File: src/rtl/axis_traffic_gen_pkg.sv
// Shared definitions for the AXI-Stream traffic generator: FSM encoding, lane width, LFSR polynomial.
// The optional LFSR data pattern is enabled by defining AXIS_TRAFFIC_GEN_LFSR_EN.
package axis_traffic_gen_pkg;

  typedef enum logic [1:0] {
    ST_IDLE = 2'd0,
    ST_SEND = 2'd1,
    ST_GAP  = 2'd2
  } state_t;

  localparam int          LANE_W    = 32;
  localparam logic [31:0] LFSR_POLY = 32'h8020_0003;

  // Right-shifting Galois form: the polynomial taps are XORed in whenever the bit shifted out is 1.
  function automatic logic [31:0] lfsr_step(input logic [31:0] cur);
    lfsr_step = cur[0] ? ((cur >> 1) ^ LFSR_POLY) : (cur >> 1);
  endfunction

endpackage

File: src/rtl/axis_traffic_gen_pattern.sv
// Beat data generator: an incrementing lane pattern by default, or a Galois LFSR pattern
// when AXIS_TRAFFIC_GEN_LFSR_EN is defined.
module axis_traffic_gen_pattern
  import axis_traffic_gen_pkg::*;
#(
  parameter int DATA_BYTES = 64
) (
  input  logic                    ap_clk,
  input  logic                    ap_rst_n,
  input  logic                    load,
  input  logic [31:0]             seed,
  input  logic                    advance,
  output logic [DATA_BYTES*8-1:0] data
);

  localparam int LANES = DATA_BYTES / 4;

`ifdef AXIS_TRAFFIC_GEN_LFSR_EN
  logic [31:0] r_lfsr;

  // A zero seed would lock the LFSR at zero, so it is forced to 1.
  always_ff @(posedge ap_clk or negedge ap_rst_n) begin
    if (!ap_rst_n) begin
      r_lfsr <= '0;
    end else if (load) begin
      r_lfsr <= (seed == 32'd0) ? 32'd1 : seed;
    end else if (advance) begin
      r_lfsr <= lfsr_step(r_lfsr);
    end
  end

  always_comb begin
    data = '0;
    for (int i = 0; i < LANES; i++) begin
      data[i*LANE_W +: LANE_W] = r_lfsr ^ 32'(i);
    end
  end
`else
  logic [31:0] r_base;

  // r_base tracks seed + n*LANES for the beat currently offered.
  always_ff @(posedge ap_clk or negedge ap_rst_n) begin
    if (!ap_rst_n) begin
      r_base <= '0;
    end else if (load) begin
      r_base <= seed;
    end else if (advance) begin
      r_base <= r_base + 32'(LANES);
    end
  end

  always_comb begin
    data = '0;
    for (int i = 0; i < LANES; i++) begin
      data[i*LANE_W +: LANE_W] = r_base + 32'(i);
    end
  end
`endif

endmodule

File: src/rtl/axis_traffic_gen.sv
// AXI-Stream reference load source: sends a configured number of patterned beats with a fixed idle gap.
// Define AXIS_TRAFFIC_GEN_LFSR_EN to switch the data pattern to a 32-bit LFSR.
module axis_traffic_gen
  import axis_traffic_gen_pkg::*;
#(
  parameter int DATA_BYTES = 64,
  parameter int COUNT_W    = 64,
  parameter int GAP_W      = 16
) (
  input  logic                    ap_clk,
  input  logic                    ap_rst_n,
  input  logic                    cfg_start,
  input  logic                    cfg_stop,
  input  logic [COUNT_W-1:0]      cfg_count,
  input  logic [GAP_W-1:0]        cfg_gap,
  input  logic [31:0]             cfg_seed,
  output logic [DATA_BYTES*8-1:0] m_axis_tdata,
  output logic                    m_axis_tvalid,
  input  logic                    m_axis_tready,
  output logic                    busy,
  output logic                    done,
  output logic [COUNT_W-1:0]      beats_sent
);

  state_t               r_state;
  state_t               w_nextState;
  logic [COUNT_W-1:0]   r_count;
  logic [GAP_W-1:0]     r_gap;
  logic [GAP_W-1:0]     r_gapCnt;
  logic [COUNT_W-1:0]   r_beatsSent;
  logic                 r_stopPend;
  logic                 r_done;
  logic                 w_load;
  logic                 w_accept;
  logic                 w_done;
  logic [COUNT_W-1:0]   w_beatsNext;
  logic [DATA_BYTES*8-1:0] w_data;

  assign w_load      = (r_state == ST_IDLE) && cfg_start;
  assign w_accept    = (r_state == ST_SEND) && m_axis_tready;
  assign w_beatsNext = r_beatsSent + COUNT_W'(1);

  // A stop raised in the same cycle as a handshake still lets that beat count before ending.
  always_comb begin
    w_nextState = r_state;
    w_done      = 1'b0;
    unique case (r_state)
      ST_IDLE: begin
        if (cfg_start) w_nextState = ST_SEND;
      end
      ST_SEND: begin
        if (w_accept) begin
          if (((r_count != '0) && (w_beatsNext == r_count)) || r_stopPend || cfg_stop) begin
            w_nextState = ST_IDLE;
            w_done      = 1'b1;
          end else if (r_gap != '0) begin
            w_nextState = ST_GAP;
          end
        end
      end
      ST_GAP: begin
        if (cfg_stop) begin
          w_nextState = ST_IDLE;
          w_done      = 1'b1;
        end else if (r_gapCnt == GAP_W'(1)) begin
          w_nextState = ST_SEND;
        end
      end
      default: w_nextState = ST_IDLE;
    endcase
  end

  always_ff @(posedge ap_clk or negedge ap_rst_n) begin
    if (!ap_rst_n) begin
      r_state     <= ST_IDLE;
      r_count     <= '0;
      r_gap       <= '0;
      r_gapCnt    <= '0;
      r_beatsSent <= '0;
      r_stopPend  <= 1'b0;
      r_done      <= 1'b0;
    end else begin
      r_state <= w_nextState;
      r_done  <= w_done;
      if (w_load) begin
        r_count     <= cfg_count;
        r_gap       <= cfg_gap;
        r_beatsSent <= '0;
      end else if (w_accept) begin
        r_beatsSent <= w_beatsNext;
      end
      if (w_accept) begin
        r_gapCnt <= r_gap;
      end else if (r_state == ST_GAP) begin
        r_gapCnt <= r_gapCnt - GAP_W'(1);
      end
      if (w_nextState == ST_IDLE) begin
        r_stopPend <= 1'b0;
      end else if ((r_state == ST_SEND) && cfg_stop) begin
        r_stopPend <= 1'b1;
      end
    end
  end

  axis_traffic_gen_pattern #(
    .DATA_BYTES(DATA_BYTES)
  ) u_pattern (
    .ap_clk  (ap_clk),
    .ap_rst_n(ap_rst_n),
    .load    (w_load),
    .seed    (cfg_seed),
    .advance (w_accept),
    .data    (w_data)
  );

  // tvalid comes straight from the state register so an async reset drops it at once.
  assign m_axis_tvalid = (r_state == ST_SEND);
  assign m_axis_tdata  = m_axis_tvalid ? w_data : '0;
  assign busy          = (r_state != ST_IDLE);
  assign done          = r_done;
  assign beats_sent    = r_beatsSent;

endmodule
File: config.mk
export PLATFORM = sky130hd
export DESIGN_NAME = axis_traffic_gen
export DESIGN_NICKNAME = d
export VERILOG_FILES = /design/src/rtl/axis_traffic_gen_pkg.sv /design/src/rtl/axis_traffic_gen_pattern.sv /design/src/rtl/axis_traffic_gen.sv
export SDC_FILE = /design/constraint.sdc
export NUM_CORES = 1
export LEC_CHECK = 0
export CELL_PAD_IN_SITES_DETAIL_PLACEMENT = 1
export CELL_PAD_IN_SITES_GLOBAL_PLACEMENT = 1
export CORE_AREA = 2 2 269 271
export DETAILED_ROUTE_END_ITERATION = 10
export DIE_AREA = 0 0 271 273
export GPL_TIMING_DRIVEN = 0
export PLACE_DENSITY_LB_ADDON = 0.1
export SYNTH_ARGS = -nofsm -noshare
export SYNTH_HDL_FRONTEND = slang
export SYNTH_SLANG_ARGS = --single-unit
File: constraint.sdc
create_clock -name ap_clk -period 11.9 [get_ports ap_clk]
set_clock_uncertainty 0.15 [all_clocks]
set_input_delay 3.57 -clock ap_clk [delete_from_list [all_inputs] [get_ports ap_clk]]
set_output_delay 3.57 -clock ap_clk [all_outputs]
set_load 0.02 [all_outputs]
==> run metrics, run 1 <==
status finished with violations; violated checks capacitance limit, slew limit; Fmax achieved 0.09647 GHz; vias per cell 5.672; post-synthesis register bit count 196; post-place setup slack 2.503 ns; CTS HTree Levels 4; placed cell count 4731; CP Capture Type output pin; R2R Setup Slk 6.85 ns; Reg power frac 14.5%; Final Cycle Share 87.10%; Post-CTS Setup Repair Bufs 0; Hold Violations, Final 0; headroom to the max-slew limit -4.785%; GRT overflow 0; final worst slack 1.535 ns; CTS clk-pin slew, worst paths 0.09 ns; first-pass GRT wire length 209000 um; Die ar. 73980 sq um; TritonCTS clock tree done; drt first pass iters 8; static leakage 10.24 nW; nets@finish 3939; Async SR Flop Fraction 100.0%; vias after detailed routing 27119; GRT Util Overall 39.31%; switching share of total power 60.00%; row cnt 98; post-synthesis sequential area ratio 23.74%; pwr/cell area 276.9 nW/um^2; chip height 273 um; die width 271 um; post-CTS sizing 0; Max Cap Viol 1; fin area 29500 sq um; crit path max fanout 12; antenna-violating nets left 0; Synth Instances 3085; WP data arrival 6.65 ns; worst skew pair latency 0.48 ns; IO Count 696; clock group share of total power 7.5%; Post-synth EDFFs 0; vias in the first global route 26676; final WL 151200 um; Cell Area, Synth 20660 sq um; Initial Utilization 29.10%; syn avg cell area 6.697 sq um; Inserted Clock Buffers 17; path depth of the worst reg2reg path 12; Area Overhead vs Synth 42.79%; endpoints failing setup 0; number of clock sinks 196; Critical Path RT 8.18 ns; P_int 0.003267 W; hpwl dp 120600 um; antenna violations before repair 21; Yosys Warn Count 0; Synth Flop Type dfrtp_1; total power 0.008169 W; CTS Root Cell clkbuf_16; Post-CTS Hold Buffers 0; RSZ-0062 raised after global routing false; maximum vdd drop 114.2 uV; worst hold path depth 2; Core Area 71000 sq um; placed inst area 28840 sq um; RePlAce Congestion 1.002; Hold Path Class reg -> reg; CTS max path bufs 2; Final Non-Filler Cells 4781; min cycle time layout 10.37 ns; worst setup path class reg -> out; fraction of layout cells with a size suffix above 1 3.015%; number of remaining DRC errors 0; Comb power frac 78.0%; Slew @ Worst Pin 1.572 ns; DR iter-0 viols 2683; DR WL/cell 31.62 um; largest net degree at the start of global routing 107; post-synth cell types 71; Post-Syn Nets 3223; Setup crit start kind flop; switching power 0.004901 W; Pins Over Slew Limit 11; I/O Buffers 695
## kinds of logic after synthesis
family | share of synthesized area (%)
simple gates | 36.46
compound gates | 12.80
xor+xnor | 18.74
buf+inv | 6.892
flops | 23.74
fa+ha+maj | 1.272
mux | 0.09690
## routing by layer
| layer | GRT usage (%) | wire (um) |
|---|---|---|
| met4 | 24.47 | 10620 |
| met2 | 66.25 | 71230 |
| met3 | 6.678 | 11080 |
| met1 | 46.59 | 58200 |
| met5 | 0 | 42 |
## cell usage after synthesis, types with 34 or more instances
| master | n | area, sq um |
|---|---|---|
| clkbuf_1 | 224 | 840.8 |
| a21oi_1 | 190 | 950.9 |
| xnor2_1 | 213 | 1866 |
| nor4_1 | 53 | 331.6 |
| buf_4 | 34 | 255.2 |
| or3_1 | 133 | 832.1 |
| dfrtp_1 | 196 | 4905 |
| nand3_1 | 78 | 390.4 |
| xor2_1 | 229 | 2006 |
| nor3_1 | 77 | 385.4 |
| nor2_1 | 478 | 1794 |
| and2_1 | 58 | 362.9 |
| o21ai_0 | 205 | 1026 |
| nand2_1 | 539 | 2023 |
| buf_1 | 34 | 127.6 |
| nand4_1 | 69 | 431.7 |
## sequential cells by signal (all words and copies together) (netlist names)
register and flops:
r_gap 16, u_pattern.r_base 32, r_stopPend 1, done 1, beats_sent 64, r_gapCnt 16, r_count 64, r_state 2
## final timing paths
path / to / start
setup reg to reg: u_pattern.r_base[24] / u_pattern.r_base[6]
min in group asynchronous: r_count[46] / ap_rst_n
max in group asynchronous: r_count[0] / ap_rst_n
hold reg to reg: r_gap[10] / r_gap[10]
setup / recovery: m_axis_tdata[168] / u_pattern.r_base[2]
hold / removal: r_gap[10] / r_gap[10]
## worst max-delay path: stages, from the launching register on
cell,delay [ns]
dfrtp_1,0.63
clkbuf_1,0.82
clkinv_1,0.89
ha_1,0.57
a21oi_1,1.20
clkbuf_1,0.67
o21ai_0,0.17
a21oi_1,0.48
clkdlybuf4s50_1,0.73
## power by group through the flow
stage                     combinational [W]  clock [W]  sequential (W)
after floorplan                     0.00313          0         0.00106
after CTS                           0.00624   0.000626         0.00117
final                               0.00637   0.000609         0.00119
after detailed placement            0.00622          0         0.00118
after global routing                0.00655   0.000645         0.00121
after global placement              0.00619          0         0.00118
## per-stage QoR
| stage | TNS, ns | utilization [%] | hold slack (ns) |
|---|---|---|---|
| after global routing | 0 | 41.54 | 0.3872 |
| after floorplan | 0 | - | 0.3179 |
| after detailed placement | 0 | 40.62 | 0.3485 |
| final | 0 | 41.55 | 0.3671 |
| after CTS | 0 | 41.47 | 0.3738 |
| after global placement | -345.23 | 40.57 | 0.3473 |
## area by class of cell
class                           instances  area [sq um]
Multi-Input combinational cell       2550         14340
Tap cell                              950          1189
Sequential cell                       196          4905
Fill cell                            8990         41490
Clock inverter                         15         177.7
Clock buffer                           17         425.4
Timing Repair Buffer                  697          6997
Inverter                               28         105.1
Buffer                                311          1319
Antenna cell                           17         42.54
## placed cells by master (no fill, tap or decap), types with 4 or more instances in the layout
master           count
and2_1              58
and3_1              27
or4_1               18
nor2_1             478
nor2b_1             12
xnor2_1            213
nand4_1             69
o22ai_1             11
ha_1                21
a21oi_1            190
clkbuf_1           224
clkdlybuf4s50_1    694
nor3b_1              4
clkinv_8             5
buf_4               35
a211oi_1             9
nand3_1             78
nand2b_1             6
dfrtp_1            196
inv_1               25
o21ai_0            205
a311oi_1             8
nand2_1            539
or2_2                4
diode_2             17
nand3b_1             4
or3_1              133
buf_1               34
o221a_2              4
nor4_1              53
clkbuf_16           17
nor4b_1              4
nor3_1              75
xor2_1             229
buf_2               19
and4_1              20
inv_8                5
o31ai_1              8
a31oi_1             13
Power figures use the tool's default switching activity.
==> inputs of run 2 (changes only) <==
Settings changed: CTS_CLUSTER_DIAMETER from default to 60.
==> results of run 2 <==
Same layout as run 1: the final DEF is identical, and so are final timing and power.
